==> src/rtl/c499_key_loader.sv <==
// Serial key loader for the key-gated c499: collects KEY_W key bits plus an
// even-parity bit and presents the key on key_out only after a clean frame.
module c499_key_loader #(
  parameter int               KEY_W        = 2,
  parameter bit               ALLOW_RELOAD = 1'b0,
  parameter logic [KEY_W-1:0] RESET_KEY    = '0
) (
  input  logic             clk,
  input  logic             rst,
  input  logic             start,
  input  logic             key_valid,
  input  logic             key_bit,
  output logic             key_ready,
  output logic [KEY_W-1:0] key_out,
  output logic             key_locked,
  output logic             busy,
  output logic             err
);

  localparam int               CNT_W = $clog2(KEY_W + 1);
  localparam logic [CNT_W-1:0] LAST  = CNT_W'(KEY_W - 1);

  typedef enum logic [1:0] {IDLE, SHIFT, PARITY, LOCKED} state_t;

  state_t           state;
  logic [KEY_W-1:0] shadow;
  logic [CNT_W-1:0] cnt;
  logic             xfer;

  assign xfer = key_valid & key_ready;

  // Even parity across key and parity bit: the parity bit must equal the key XOR.
  function automatic logic parity_ok(input logic [KEY_W-1:0] k, input logic p);
    return (^k) == p;
  endfunction

  always_ff @(posedge clk) begin
    if (rst) begin
      state      <= IDLE;
      shadow     <= '0;
      cnt        <= '0;
      key_out    <= RESET_KEY;
      key_locked <= 1'b0;
      key_ready  <= 1'b0;
      busy       <= 1'b0;
      err        <= 1'b0;
    end else begin
      err <= 1'b0;
      unique case (state)
        IDLE: begin
          if (start) begin
            state     <= SHIFT;
            cnt       <= '0;
            shadow    <= '0;
            key_ready <= 1'b1;
            busy      <= 1'b1;
          end
        end
        SHIFT, PARITY: begin
          // A start mid-frame wins over any bit offered in the same cycle.
          if (start) begin
            state  <= SHIFT;
            cnt    <= '0;
            shadow <= '0;
          end else if (xfer) begin
            if (state == SHIFT) begin
              for (int i = 0; i < KEY_W; i++) begin
                if (cnt == CNT_W'(i)) shadow[i] <= key_bit;
              end
              cnt <= cnt + CNT_W'(1);
              if (cnt == LAST) state <= PARITY;
            end else begin
              key_ready <= 1'b0;
              busy      <= 1'b0;
              if (parity_ok(shadow, key_bit)) begin
                key_out    <= shadow;
                key_locked <= 1'b1;
                state      <= LOCKED;
              end else begin
                err   <= 1'b1;
                state <= IDLE;
              end
            end
          end
        end
        LOCKED: begin
          // The old key stays on key_out until a reload frame verifies.
          if (start && ALLOW_RELOAD) begin
            state     <= SHIFT;
            cnt       <= '0;
            shadow    <= '0;
            key_ready <= 1'b1;
            busy      <= 1'b1;
          end
        end
        default: state <= IDLE;
      endcase
    end
  end

endmodule

==> config.mk <==
export PLATFORM = sky130hd
export DESIGN_NAME = c499_key_loader
export DESIGN_NICKNAME = d
export VERILOG_FILES = /design/src/rtl/c499_key_loader.sv
export SDC_FILE = /design/constraint.sdc
export NUM_CORES = 1
export LEC_CHECK = 0
export ABC_AREA = 1
export BUFFER_PORTS_ARGS = -buffer_cell sky130_fd_sc_hd__buf_4
export CORE_MARGIN = 4
export CORE_UTILIZATION = 48
export CTS_CLUSTER_SIZE = 12
export DETAILED_ROUTE_END_ITERATION = 6
export PLACE_DENSITY = 0.83
export SLEW_MARGIN = 20
export SYNTH_ARGS = -nofsm -noshare
export SYNTH_HDL_FRONTEND = slang
export SYNTH_SLANG_ARGS = --single-unit
==> constraint.sdc <==
create_clock -name clk -period 1.4 [get_ports clk]
set_input_delay 0.28 -clock clk [delete_from_list [all_inputs] [get_ports clk]]
set_output_delay 0.28 -clock clk [all_outputs]
set_load 0.01 [all_outputs]
==> results of run 1 <==
[power by group]
| part | internal (mW) | switching (mW) |
|---|---|---|
| clock network | 0.110 | 0.120 |
| registers | 0.347 | 0.0260 |
| logic | 0.201 | 0.296 |
[repair_timing]
action | in CTS | in global routing
setup buffers | 0 | 1
pin swaps | 0 | 7
gates resized for setup | 1 | 16
endpoints found under the setup margin | 5 | 9
[per-stage QoR]
step / TNS (ns) / cell area, um2 / util
4_1_cts: 0 / 848 / 0.636
2_1_floorplan: 0 / 713 / -
6_report: -0.0289 / 911 / 0.683
3_5_place_dp: -0.0486 / 822 / 0.616
3_3_place_gp: 0 / 822 / 0.616
5_1_grt: -0.550 / 911 / 0.683
[cell usage after synthesis]
cell and count:
nor2_2 2, nor2_1 14, inv_2 1, buf_4 1
inv_1 15, nand3_1 6, nand2_2 1, or2_1 2
a21oi_2 1, nor2_8 1, nand4_1 3, nor2_4 1
nand3_2 1, nand2_1 25, nor3_2 1, o21ai_0 4
ha_1 6, nand2_4 1, a21oi_1 4, dfxtp_1 11
[worst register-to-register path, cell delays in order (launching register included)]
cell and delay, ns:
dfxtp_2 0.35, inv_2 0.06, ha_4 0.30, nand2_1 0.07
nand2_2 0.14, nand2_4 0.09, nor2_4 0.14, nand3_2 0.09
a21oi_2 0.13
[cell families after synthesis]
family	count (synthesis)
buf+inv	17
flops	11
compound gates	9
simple gates	58
fa+ha+maj	6
[state kept, by name, indices dropped and copies added (netlist names)]
name,flops
cnt,2
key_out,2
shadow,2
state,2
busy,1
err,1
key_locked,1
[layer usage]
layer | share of wire | global-route usage | up-vias
met3 | 0.052 | 0.0469 | 5
li1 | - | - | 349
met5 | 0 | 0 | -
met1 | 0.41 | 0.179 | 299
met4 | 0.021 | 0.0682 | 0
met2 | 0.52 | 0.250 | 16
[layout make-up]
cell class,count,area [um2]
clock buffer,4,26.3
fill,107,423
inverter,16,60.1
multi-input combinational,73,478
sequential,11,223
tap,15,18.8
timing repair buffer,14,105
[worst min-delay path by stage]
stage	from	to	slack, ns
after floorplan	rst	state[1]$_SDFFE_PP0P_	0.34
after global placement	key_locked$_SDFFE_PP0P_	key_locked$_SDFFE_PP0P_	0.45
after detailed placement	key_locked$_SDFFE_PP0P_	key_locked$_SDFFE_PP0P_	0.46
after CTS	rst	state[1]$_SDFFE_PP0P_	0.21
after global routing	rst	state[1]$_SDFFE_PP0P_	0.22
final	rst	state[1]$_SDFFE_PP0P_	0.21
==> reports/results.tsv, run 1 <==
stage	metric	value	unit
synth	synthesized flop and latch total	11	
synth	Ys Warns	0	
global_route	total global-route track usage	0.152	
sta	skew final	0.00470	ns
critical_path	Worst path depth	8	
clock_network	CTS Hold Bufs	0	
layout	share of layout cells above drive strength 1	0.339	
global_route	GR Overflow Total	0	
synth	post-synthesis mux area share	0	
routing	DRC viols	0	
synth	Post-Syn Nets	112	
clock_network	clock transition at the registers of the reported paths	0.08	ns
synth	compound-gate portion of the synthesized area	0.0696	
power_and_ir_drop	P_leak	0.431	nW
synth	Yosys top cell area share	0.314	
synth	Cell Area, Synth	701	um2
flow_run	max cap viols	0	
critical_path	slowest stage delay, CP	0.35	ns
die	Die Y	46.2	um
sta	worst-margin pin slew	0.240	ns
critical_path	Worst EP arrival	1.64	ns
critical_path	FF-to-FF path depth	8	
synth	Mapped Avg Cell Area	6.94	um2
sta	relative slew slack	0.840	
synth	main combinational cell family by area after synthesis	simple AND/OR/NAND/NOR gates	
sta	post-route setup slack	-0.0289	ns
worst_hold_path	min-delay worst type	in -> reg	
clock_network	clock latency on the worst-skew pair	0.27	ns
clock_network	clock tree buffer depth	2	
clock_network	# clock sinks	11	
critical_path	CP max-delay cell	dfxtp_2	
die	# IOs	11	
synth	Netlist cell types	20	
critical_path	Setup crit start	state[1]$_SDFFE_PP0P_	
critical_path	Setup crit end	cnt[1]$_SDFFE_PP0P_	
critical_path	crit end category	register	
synth	top cells by area, synth	dfxtp_1 (31%), nand2_1 (13%), ha_1 (11%), inv_1 (8.0%), nor2_1 (7.5%)	
sta	Tcrit/Tclk final	1.02	
layout	final non-filler cell total	133	
die	Initial Util	0.525	
synth	simple logic cell fraction of the synthesized area	0.413	
global_route	initial antenna violation count	0	
die	DIE AREA	2130	um2
sta	Fin Hold WS	0.211	ns
sta	achievable frequency	0.700	GHz
critical_path	Data required, critical path	1.62	ns
routing	post-route ant nets	0	
place	Placement Setup Slack	-0.0308	ns
outcome	failing checks	setup timing	
routing	Routed Wire Length	1.64	mm
clock_network	CTS root buf	clkbuf_4	
global_route	first-pass GRT wire length	2.28	mm
outcome	status	finished, violations left	
power_and_ir_drop	worst vdd ir	0.748	mV
critical_path	worst-path maximum fanout	4	
place	Final GP Congestion	0.813	
global_route	largest net degree at the start of global routing	7	
clock_network	number of buffers created by CTS	3	
place	post-DP HPWL	1.14	mm
sta	RSZ-0062 raised after global routing	yes	
sta	Final Hold Viols	0	
critical_path	Startpoint Class	register	
routing	post-DR wirelength/cell	12.4	um
sta	Max Slew Vio Count	0	
synth	Adder-Cell Fraction of Synth Area	0.107	
global_route	number of global-route vias before repair	551	
routing	Vias/cell	5.03	
worst_hold_path	hold depth	2	
layout	most frequent cells in the layout	nand2_1 (22), nor2_1 (14), buf_4 (14)	
layout	number of diodes	0	
routing	DR pass1 iterations	5	
layout	Area Growth Syn to Fin	30.0	%
layout	commonest non-fill, non-tap cell in the layout	nand2_1	
critical_path	crit path cell chain	inv_2 -> ha_4 -> nand2_1 -> nand2_2 -> nand2_4 -> nor2_4 -> nand3_2 -> a21oi_2	
layout	Total Nets Final	130	
clock_network	# H-tree levels	1	
power_and_ir_drop	Power Total	1.10	mW
critical_path	cell family with most CP delay	simple AND/OR/NAND/NOR gates	
synth	Synth area leader	dfxtp_1	
critical_path	CP Buf/Inv Count	1	
clock_network	CTS tree	done	
place	PortBufs	10	
critical_path	flop2flop setup slack	-0.03	ns
die	die width	46.2	um
sta	Tmin final	1.43	ns
die	FP Rows	13	
critical_path	WS Path Type	reg -> reg	
routing	Vias	669	
power_and_ir_drop	Power Density	1210	nW/um2
place	Placed Cells	128	
routing	initial DRC count	11	
synth	sequential area share after synthesis	0.314	
sta	Setup-failing EPs final	1	
die	core box area	1330	um2
synth	Gate Count Post-Synth	101	
critical_path	RR Endpoint	cnt[1]$_SDFFE_PP0P_	
critical_path	R2R Path Start	state[1]$_SDFFE_PP0P_	
synth	xor-xnor portion of the synthesized cell area	0	
Note: power is estimated with default switching activity, not from simulation.
==> run 2: changes to the inputs <==
--- a/config.mk
+++ b/config.mk
@@ -11,7 +11,7 @@
 export CORE_UTILIZATION = 48
 export CTS_CLUSTER_SIZE = 12
 export DETAILED_ROUTE_END_ITERATION = 6
-export PLACE_DENSITY = 0.83
+export PLACE_DENSITY = 0.72
 export SLEW_MARGIN = 20
 export SYNTH_ARGS = -nofsm -noshare
 export SYNTH_HDL_FRONTEND = slang
==> run 2 against run 1 <==
The flow now finishes without violations. Total power shrank 5.3%. Die area unchanged. First-iteration DRC count up 36%. Combinational power shrank 9.9%. Non-clock buffer count down 1. Highest routed layer unchanged. Worst hold slack better by 0.0053 ns. Largest power group unchanged. Cell count shrank 0.75%.
==> reports/results.tsv, run 2 (synthesis results as in run 1) <==
stage	metric	value	unit	change
outcome	status	completed		
sta	Final Hold Viols	0		unchanged
sta	Fin Hold WS	0.216	ns	+0.00532 ns
critical_path	crit end category	register		
clock_network	CTS Hold Bufs	0		unchanged
sta	Tmin final	1.37	ns	-0.0589 ns
layout	Total Nets Final	129		-0.77%
power_and_ir_drop	P_int	0.643	mW	-2.2%
clock_network	clock latency on the worst-skew pair	0.27	ns	about the same
power_and_ir_drop	P_leak	0.422	nW	-2.1%
worst_hold_path	hold depth	2		unchanged
critical_path	Worst EP arrival	1.53	ns	-0.11 ns
power_and_ir_drop	Switching Share	0.382		-0.0198
layout	share of layout cells above drive strength 1	0.274		-0.0655
routing	DR pass1 iterations	4		-1
layout	number of diodes	0		unchanged
critical_path	WS Path Type	reg -> reg		
routing	post-route ant nets	0		unchanged
layout	most frequent cells in the layout	nand2_1 (23), nor2_1 (14), inv_1 (13), buf_4 (13), dfxtp_1 (10)		
die	die width	46.2	um	unchanged
clock_network	number of buffers created by CTS	3		unchanged
global_route	number of global-route vias before repair	567		+2.9%
flow_run	max cap viols	0		unchanged
die	Initial Util	0.525		unchanged
power_and_ir_drop	Psw	0.397	mW	-10%
sta	skew final	0.0122	ns	+0.00752 ns
clock_network	# clock sinks	11		unchanged
die	DIE AREA	2130	um2	unchanged
die	# IOs	11		unchanged
power_and_ir_drop	worst vdd ir	0.676	mV	-9.6%
global_route	largest net degree at the start of global routing	7		unchanged
clock_network	# H-tree levels	1		unchanged
layout	commonest non-fill, non-tap cell in the layout	nand2_1		
place	PortBufs	10		unchanged
clock_network	CTS tree	done		
routing	DRC viols	0		unchanged
power_and_ir_drop	power share of the combinational group	0.431		-0.021
routing	Vias	632		-5.5%
die	core box area	1330	um2	unchanged
layout	Area Growth Syn to Fin	24.5	%	
critical_path	Data required, critical path	1.56	ns	-0.06 ns
place	Final GP Congestion	0.847		+4.3%
clock_network	clock transition at the registers of the reported paths	0.07	ns	about the same
routing	post-DR wirelength/cell	10.7	um	-14%
sta	RSZ-0062 raised after global routing	yes		
sta	post-route setup slack	0.0300	ns	+0.0589 ns
sta	worst-margin pin slew	0.234	ns	-0.00605 ns
power_and_ir_drop	Power Density	1190	nW/um2	-1.1%
worst_hold_path	min-delay worst type	in -> reg		
global_route	GR Overflow Total	0		unchanged
clock_network	clock tree buffer depth	2		unchanged
power_and_ir_drop	power share of the sequential group	0.356		+0.017
global_route	initial antenna violation count	0		unchanged
place	post-DP HPWL	1.13	mm	-0.97%
power_and_ir_drop	part of the power in the clock network	0.213		+0.004
critical_path	worst-path maximum fanout	6		+2
die	FP Rows	13		unchanged
global_route	total global-route track usage	0.153		+0.000794
clock_network	CTS root buf	clkbuf_4		
sta	Setup-failing EPs final	0		-1
critical_path	Startpoint Class	register		
die	Die Y	46.2	um	unchanged
sta	Tcrit/Tclk final	0.979		-0.0421
routing	Routed Wire Length	1.41	mm	-14%
routing	Vias/cell	4.79		-4.8%
place	Placement Setup Slack	0.000328	ns	+0.0311 ns
routing	initial DRC count	15		+4
sta	Max Slew Vio Count	0		unchanged
sta	achievable frequency	0.730	GHz	+4.3%
sta	relative slew slack	0.844		+0.00404
global_route	first-pass GRT wire length	2.33	mm	+1.8%
critical_path	FF-to-FF path depth	9		+1
## run 2: worst paths after layout
check,start,to,slack [ns]
worst min-delay path,rst,state[1]$_SDFFE_PP0P_,0.22
worst min register to register,key_locked$_SDFFE_PP0P_,key_locked$_SDFFE_PP0P_,0.47
worst max-delay path,state[1]$_SDFFE_PP0P_,shadow[1]$_SDFFE_PP0P_,0.03
worst max register to register,state[1]$_SDFFE_PP0P_,shadow[1]$_SDFFE_PP0P_,0.03
## run 2: layer usage
layer,up-vias,share of wire,global-route usage
met3,4,0.028,0.0352
met2,8,0.49,0.266
met5,-,0,0
li1,347,-,-
met1,273,0.47,0.182
met4,0,0.014,0.0511
## run 2: power by group through the flow
stage	Clock, mW	Combinational, mW	Sequential (mW)
after floorplan	0	0.307	0.378
after global placement	0	0.412	0.375
after detailed placement	0	0.417	0.376
after CTS	0.229	0.420	0.370
after global routing	0.243	0.509	0.374
final	0.222	0.448	0.371
## run 2: per-stage QoR
step                      power [mW]  utilization  TNS (ns)  std cells  instance area, um2
final                           1.04        0.654         0        132                 872
after global routing            1.13        0.654    -0.354        132                 872
after CTS                       1.02        0.637         0        132                 850
after detailed placement       0.793        0.616         0        128                 822
after global placement         0.787        0.616         0        128                 822
after floorplan                0.685            -         0        101                 713
## run 2: final cells by class
class,count,area [um2]
well taps,15,18.8
fillers,123,462
flip-flops and latches,11,221
repair buffers,13,97.6
multi-input cells,73,448
clock buffers,4,26.3
inverters,16,60.1
## run 2: critical path, cell delays in order, from the launching register on
cell,delay [ns]
dfxtp_2,0.35
inv_2,0.06
ha_4,0.29
nand2_4,0.09
nor2_4,0.21
nor2_8,0.05
nand2_1,0.06
nor2_1,0.04
nor2_1,0.08
nor2_1,0.05
## run 2: timing repair
action                     CTS  global route
setup endpoints to repair    1             9
resized for setup            1             7
buffers inserted             0             0
pin swaps                    0             4
